$ cat src/rtl/dqs_dly_scan.sv
// dqs_dly_scan: sweeps the 5-bit ODELAY tap through the odelay_pipe ld/set
// handshake. At each tap it compares the received DQS level against the
// expected level, finds the first contiguous passing window and programs the
// window centre back into the delay line.
module dqs_dly_scan #(
    parameter int unsigned SETTLE_CYCLES = 4,
    parameter int unsigned SAMPLES       = 8,
    parameter logic [4:0]  DEFAULT_DELAY = 5'd0
) (
    input  logic       clk,
    input  logic       rst,
    input  logic       start,
    input  logic       dly_ready,
    input  logic       sample_in,
    input  logic       expected_in,
    output logic [4:0] dly_data,
    output logic       ld,
    output logic       set,
    output logic       busy,
    output logic       done,
    output logic       found,
    output logic [4:0] win_first,
    output logic [4:0] win_last
);

    localparam logic [2:0] S_IDLE      = 3'd0;
    localparam logic [2:0] S_LOAD      = 3'd1;
    localparam logic [2:0] S_SET       = 3'd2;
    localparam logic [2:0] S_SETTLE    = 3'd3;
    localparam logic [2:0] S_SAMPLE    = 3'd4;
    localparam logic [2:0] S_APPLY_LD  = 3'd5;
    localparam logic [2:0] S_APPLY_SET = 3'd6;
    localparam logic [2:0] S_DONE      = 3'd7;

    localparam logic [7:0] SETTLE_LAST = 8'(SETTLE_CYCLES - 1);
    localparam logic [7:0] SAMPLE_LAST = 8'(SAMPLES - 1);

    logic [2:0] state_q, state_d;
    logic [4:0] cur_q, cur_d;
    logic [7:0] cnt_q, cnt_d;
    logic       fail_q, fail_d;
    logic       in_win_q, in_win_d;
    logic       found_q, found_d;
    logic [4:0] first_q, first_d;
    logic [4:0] last_q, last_d;
    logic [4:0] dly_q, dly_d;

    logic       mis;
    logic       tap_pass;
    logic [5:0] centre_sum;

    assign mis = sample_in ^ expected_in;

    // Next-state and datapath updates; dly_d is loaded on entry to each
    // ld-issuing state so the tap is already stable during the ld cycle.
    always_comb begin
        state_d    = state_q;
        cur_d      = cur_q;
        cnt_d      = cnt_q;
        fail_d     = fail_q;
        in_win_d   = in_win_q;
        found_d    = found_q;
        first_d    = first_q;
        last_d     = last_q;
        dly_d      = dly_q;
        tap_pass   = 1'b0;
        centre_sum = '0;
        case (state_q)
            S_IDLE: begin
                if (start && dly_ready) begin
                    state_d  = S_LOAD;
                    cur_d    = '0;
                    found_d  = 1'b0;
                    first_d  = '0;
                    last_d   = '0;
                    in_win_d = 1'b0;
                    dly_d    = '0;
                end
            end
            S_LOAD: begin
                state_d = S_SET;
            end
            S_SET: begin
                state_d = S_SETTLE;
                cnt_d   = '0;
            end
            S_SETTLE: begin
                if (cnt_q == SETTLE_LAST) begin
                    state_d = S_SAMPLE;
                    cnt_d   = '0;
                    fail_d  = 1'b0;
                end else begin
                    cnt_d = cnt_q + 8'd1;
                end
            end
            S_SAMPLE: begin
                if (cnt_q == SAMPLE_LAST) begin
                    // Last compare folds in combinationally: no extra cycle.
                    tap_pass = !(fail_q || mis);
                    if (tap_pass) begin
                        if (!in_win_q) begin
                            first_d  = cur_q;
                            in_win_d = 1'b1;
                            found_d  = 1'b1;
                        end
                        last_d = cur_q;
                    end
                    if ((!tap_pass && in_win_q) || (cur_q == 5'd31)) begin
                        state_d    = S_APPLY_LD;
                        // Uses the _d values so a pass on this final tap counts.
                        centre_sum = {1'b0, first_d} + {1'b0, last_d};
                        dly_d      = found_d ? centre_sum[5:1] : DEFAULT_DELAY;
                    end else begin
                        state_d = S_LOAD;
                        cur_d   = cur_q + 5'd1;
                        dly_d   = cur_q + 5'd1;
                    end
                end else begin
                    cnt_d  = cnt_q + 8'd1;
                    fail_d = fail_q || mis;
                end
            end
            S_APPLY_LD: begin
                state_d = S_APPLY_SET;
            end
            S_APPLY_SET: begin
                state_d = S_DONE;
            end
            S_DONE: begin
                state_d = S_IDLE;
            end
            default: begin
                state_d = S_IDLE;
            end
        endcase
    end

    // State and datapath registers with synchronous reset.
    always_ff @(posedge clk) begin
        if (rst) begin
            state_q  <= S_IDLE;
            cur_q    <= '0;
            cnt_q    <= '0;
            fail_q   <= 1'b0;
            in_win_q <= 1'b0;
            found_q  <= 1'b0;
            first_q  <= '0;
            last_q   <= '0;
            dly_q    <= '0;
        end else begin
            state_q  <= state_d;
            cur_q    <= cur_d;
            cnt_q    <= cnt_d;
            fail_q   <= fail_d;
            in_win_q <= in_win_d;
            found_q  <= found_d;
            first_q  <= first_d;
            last_q   <= last_d;
            dly_q    <= dly_d;
        end
    end

    assign dly_data  = dly_q;
    assign ld        = (state_q == S_LOAD) || (state_q == S_APPLY_LD);
    assign set       = (state_q == S_SET)  || (state_q == S_APPLY_SET);
    assign busy      = (state_q != S_IDLE) && (state_q != S_DONE);
    assign done      = (state_q == S_DONE);
    assign found     = found_q;
    assign win_first = first_q;
    assign win_last  = last_q;

endmodule

$ cat config.mk
export PLATFORM = sky130hd
export DESIGN_NAME = dqs_dly_scan
export DESIGN_NICKNAME = d
export VERILOG_FILES = /design/src/rtl/dqs_dly_scan.sv
export SDC_FILE = /design/constraint.sdc
export NUM_CORES = 1
export LEC_CHECK = 0
export ABC_AREA = 1
export ABC_CLOCK_PERIOD_IN_PS = 2320
export CAP_MARGIN = 20
export CORE_ASPECT_RATIO = 1.1
export CORE_MARGIN = 2
export CORE_UTILIZATION = 35
export DETAILED_ROUTE_END_ITERATION = 6
export HOLD_SLACK_MARGIN = 0.03
export SLEW_MARGIN = 10
export SYNTH_ARGS = -nofsm -noshare
export SYNTH_HDL_FRONTEND = slang
export SYNTH_SLANG_ARGS = --single-unit
$ cat constraint.sdc
create_clock -name clk -period 2.32 [get_ports clk]
set_clock_uncertainty 0.05 [all_clocks]
set_input_delay 0.58 -clock clk [delete_from_list [all_inputs] [get_ports clk]]
set_output_delay 0.58 -clock clk [all_outputs]
set_load 0.02 [all_outputs]
### Word-level counts from Yosys, hierarchy flattened

Index checks and enable logic that the tools add are counted.

* bits in registers: 34
* bits of input ports: 6
* logic and storage cells: 88

* add/sub/neg operators: 3
* eq/ne operators: 17
* multiplexer cells: 40
* bitwise logic cells: 1
* reduce and logical (&&, ||, !) cells: 18

Operator list (number)
* 2-to-1 mux 5 bit: 15
* one-hot mux 5 bit (2 select lines): 4
* one-hot mux 3 bit (8 select lines): 1
* one-hot mux 8 bit (3 select lines): 1
* 2-to-1 mux 8 bit: 2
* equality test 3 bit (second input constant): 4
* 2-to-1 mux 3 bit: 4
* inequality test 2 bit (second input constant): 6
* 2-to-1 mux 1 bit: 10
* AND reduction 3 bit: 3
* adder 8 x 1 -> 8 bit (second input constant): 1
* equality test 8 x 2 -> 1 bit (second input constant): 1
* equality test 8 x 3 -> 1 bit (second input constant): 1
* AND reduction 4 bit: 2
* adder 5 x 5 -> 6 bit: 1
* equality test 3 x 2 -> 1 bit (second input constant): 2
* one-hot mux 1 bit (2 select lines): 3
* nonzero test 3 bit: 2
* adder 5 x 1 -> 5 bit (second input constant): 1
* equality test 5 bit (second input constant): 1
* logical OR 1 bit: 4
* nonzero test 2 bit: 2
* equality test 3 x 1 -> 1 bit (second input constant): 1
* logical AND 1 bit: 3
* 4 further kinds: 4

### Depth between registers and ports, before layout

* depth after elaboration: 10
* mapped depth: 17
* depth with buffers taken out: 16

### Worst setup path before layout

Ideal clock, no wire load.

* kind: input-to-reg
* start: in expected_in
* end: reg dly_q[3], in the netlist dly_data[3]
* setup time: 0.070 ns
* data arrival time: 2.275 ns
* data required time: 2.200 ns
* path slack: -0.074 ns
* cell stages on the path: 14
* path buffers: 1
* cells stage by stage: inv_1 -> nand2_1 -> nand3_1 -> buf_2 -> nor2_4 -> nand2_1 -> o21ai_0 -> inv_1 -> fa_1 -> a21oi_1 -> o21ai_0 -> xor2_1 -> nand3_1 -> a21oi_1

* cells in the longest elaborated chain, start to end: 10

RTL lines
* start, declared: RTL line 15 `input logic expected_in,`
* XOR 1 bit *: RTL line 52 `assign mis = sample_in ^ expected_in;`
* logical OR 1 bit *: RTL line 99 `tap_pass = !(fail_q || mis);`
* 2-to-1 mux 5 bit: RTL line 100 `if (tap_pass) begin`
* 2-to-1 mux 5 bit: RTL line 97 `if (cnt_q == SAMPLE_LAST) begin`
* 2-to-1 mux 5 bit: RTL line 68 `case (state_q)`
* adder 5 x 5 -> 6 bit: RTL line 111 `centre_sum = {1'b0, first_d} + {1'b0, last_d};`
* 2-to-1 mux 5 bit: RTL line 112 `dly_d = found_d ? centre_sum[5:1] : DEFAULT_DELAY;`
* 2-to-1 mux 5 bit *: RTL line 108 `if ((!tap_pass && in_win_q) || (cur_q == 5'd31)) begin`
* 2-to-1 mux 5 bit *: RTL line 97
* one-hot mux 5 bit (2 select lines) *: RTL line 68
* end signal, assigned: RTL line 159 `dly_q <= dly_d;`
* end, declared: RTL line 46 `logic [4:0] dly_q, dly_d;`

Mark *: on every way between the ends. The rest lies on a longest branch, timed or not. The select of a mux whose other input is x is not followed.
A chain may end at the register's enable or synchronous reset.

### Worst setup path in the final report

Same ends and word-level chain as after synthesis.

==> key figures <==
Status
  – Status: finished, final reports clean

Setup path
  – Largest stage delay on the critical path: 0.40 ns
  – Arr. time, crit path: 2.35 ns
  – Worst-path cell chain: clkbuf_2 > inv_1 > nand2_2 > nand3_4 > buf_4 > nand2_1 > nand2_1 > and2_1 > fa_2 > a21oi_1 > o21ai_1 > xor2_1 > nand3_1 > a21oi_2
  – Crit path top cell by count: nand2_1
  – Reg2Reg Setup Slack: 0.21 ns
  – FF-to-FF End: dly_data[3]$_SDFFE_PP0P_
  – Levels on crit path: 14
  – Crit-path slowest cell: fa_2
  – CP Launch Point: expected_in
  – CP required: approximately 2.5 ns
  – Crit Path Max Fanout: 7
  – R2R depth: 12
  – Crit path buffers/inverters: 3
  – Crit Reg-Reg Startpoint: fail_q$_SDFFE_PP0P_
  – CP top delay family: simple AND/OR/NAND/NOR gates
  – Setup crit end: dly_data[3]$_SDFFE_PP0P_
  – Startpoint types: input pin
  – CP endpoint kind: flop
  – Worst setup path category: in2reg

Clocking
  – Clk_lat worst skew: 0.29 ns
  – Root cell of the clock tree: clkbuf_8
  – H-tree Lvls: 2
  – CTS clk-pin slew, worst paths: 0.07 ns
  – CTS Buffer Depth: 2
  – Clock Sinks: 34
  – CTS Buf Count: 5
  – Post-CTS Hold Buffers: 0
  – CTS tree: done

Placed design
  – HPWL Detailed: 4070 um
  – Port-buffer cells: 25
  – Placed cells: 419
  – Gp weighted congestion: 0.943

STA
  – Sum Neg Setup Slack: 0 ns
  – Slew @ Worst Pin: 0.401 ns
  – Final setup vio count: 0
  – Relative slew slack: 73.1%
  – Fin. max-slew vios: 0
  – Final period util: slightly above 90%
  – Minimum clock period: 2.17 ns
  – Peak Freq: 0.461 GHz
  – Final hold viol count: 0

Logic synthesis
  – Post-Synthesis Cells: 304
  – Post-Syn Area: 0.00214 sq mm
  – Post-synth EDFFs: 0
  – Syn avg cell area: 7.05 sq um
  – Seq/Total Area, Yosys: 31.7%
  – Synthesis Warnings: 0
  – Post-synth ARST share: 0%
  – Synth Net Count: 324
  – Most common flop cell mapped by yosys: dfxtp_1
  – FF+latch count, synth: 34
  – Number of distinct library cells after synthesis: 44

Pwr
  – Worst vdd rail ir drop: 0.374 mV
  – PD cells: 751 mW/mm^2
  – LEAKAGE: 1.24 nW

Final layout
  – Filler cell count: 588
  – Final cell count without fillers: 435
  – Nets@finish: about 380
  – Share of cells above drive strength 1: 22.6%
  – Utilization after layout: 48.6%
  – Area Growth Syn to Fin: 32.3%
  – ANT cells: 0

GRT
  – Largest net degree at the start of global routing: 19
  – Total grt overflow: 0
  – Initial antenna violation count: 0
  – Total track usage: 16.9%
  – Vias in the first global route: 1963
  – Global-route wire length before repair: 9030 um

Die
  – Io pins: 26
  – Die Footprint: 0.00677 sq mm
  – FP Rows: 29
  – Die outline height: approximately 86 um
  – Starting Density: 36.7%
  – Chip Width: 78.6 um
  – Core area: 0.00584 sq mm

Route
  – DR WL/cell: 12.3 um
  – Via count: 2045
  – DRT iter0 DRCs: between 90 and 100
  – DR vias/cell: 4.70
  – Drc violations: 0
  – DRT antenna net count: 0
  – Pre-Repair DR Iteration Count: 4
  – Final wirelength: 5350 um

Hold path
  – HP Class: reg2reg

Run
  – Max-Cap Viols: 0
## kinds of logic (layout without fill, tap and decap cells)
kind of cell / after synthesis / in the layout / synth area share (%)
AOI/OAI and AO/OA: 72 / 72 / 20.0
xor gates and xnor gates: 6 / 6 / 2.45
adders and majority gates: 14 / 14 / 8.52
buffers and inverters: 53 / 107 / 9.86
DFF: 34 / 34 / 31.7
muxes: 1 / 1 / 0.467
and+or+nand+nor: 124 / 124 / 27.0
## registers in the layout, summed over array words and instances (netlist names)
name	cells
cnt_q	8
fail_q	1
found	1
state_q	3
dly_data	5
win_last	5
cur_q	5
win_first	5
in_win_q	1
## cells in the final DEF, fill, tap and decap left out, types with 5 or more instances in the layout
cell / Yosys / routed
nand2_1: 65 / 61
inv_1: 37 / 35
dfxtp_1: 34 / 34
a21oi_1: 31 / 29
nor2_1: 27 / 27
buf_4: 1 / 26
clkdlybuf4s50_1: 0 / 21
o21ai_1: 9 / 13
o21ai_0: 18 / 13
inv_2: 8 / 10
ha_1: 13 / 9
nand3_1: 9 / 8
nand2_2: 3 / 7
clkbuf_8: 0 / 6
nand4_1: 5 / 5
## through the flow
| stage | hold WS (ns) | setup WS, ns | total power, mW | cell area, sq um |
|---|---|---|---|---|
| 3_3_place_gp | 0.405 | -0.570 | 1.57 | 2620 |
| 5_1_grt | 0.449 | -0.0141 | 2.28 | 2840 |
| 6_report | 0.420 | 0.152 | 2.13 | 2840 |
| 2_1_floorplan | 0.420 | 0.00434 | 1.33 | 2170 |
| 4_1_cts | 0.419 | 0.0320 | 2.08 | 2770 |
| 3_5_place_dp | 0.409 | -0.624 | 1.59 | 2620 |
## routing by layer
layer	vias up	GRT usage, %	wire length [um]
met2	28	30.6	2710
met1	918	19.4	2400
met3	8	3.68	152
li1	1091	-	-
met4	0	6.38	85
met5	-	0	0
## tightest hold or removal path: stages, from the launching register on
cell	delay, ns
dfxtp_1	0.31
nand2_1	0.07
a21oi_2	0.05
## how the worst min path moves through the flow
stage,from,end,slack (ns),cells past startpoint
global route,dly_data[4]$_SDFFE_PP0P_,dly_data[4]$_SDFFE_PP0P_,0.45,2
floorplan,cnt_q[5]$_SDFFE_PP0P_,cnt_q[5]$_SDFFE_PP0P_,0.42,2
finish,dly_data[4]$_SDFFE_PP0P_,dly_data[4]$_SDFFE_PP0P_,0.42,2
CTS,dly_data[4]$_SDFFE_PP0P_,dly_data[4]$_SDFFE_PP0P_,0.42,2
global placement,dly_data[4]$_SDFFE_PP0P_,dly_data[4]$_SDFFE_PP0P_,0.41,2
detailed placement,dly_data[4]$_SDFFE_PP0P_,dly_data[4]$_SDFFE_PP0P_,0.41,2
## synth_stat cells, types with 4 or more instances
cell type | n | area [sq um]
o21ai_1 | 9 | 45.0
inv_1 | 37 | 139
nor2_1 | 27 | 101
xor2_1 | 4 | 35.0
a21oi_1 | 31 | 155
o21ai_0 | 18 | 90.1
nand3_1 | 9 | 45.0
ha_1 | 13 | 163
nand2_1 | 65 | 244
nand4_1 | 5 | 31.3
dfxtp_1 | 34 | 681
inv_2 | 8 | 30.0
## report_power, final
group | switching, mW | internal, mW
Sequential | 0.0595 | 0.652
Clock | 0.232 | 0.239
Combinational | 0.554 | 0.394
Total | 0.845 | 1.28
## cell type report
type,instances,area (sq um),area share [%]
well taps,77,96.3,3.40
clock buffers,6,82.6,2.91
multi-input cells,217,1340,47.4
flip-flops and latches,34,681,24.0
repair buffers,51,433,15.3
clock inverters,2,12.5,0.441
inverters,48,188,6.62
## repair_timing
item | in CTS | in global routing
buffers inserted | 2 | 6
pin swaps | 4 | 10
gates cloned | 0 | 0
gates resized for setup | 11 | 18
endpoints found under the setup margin | 6 | 7
(Power assumes the default switching activity.)
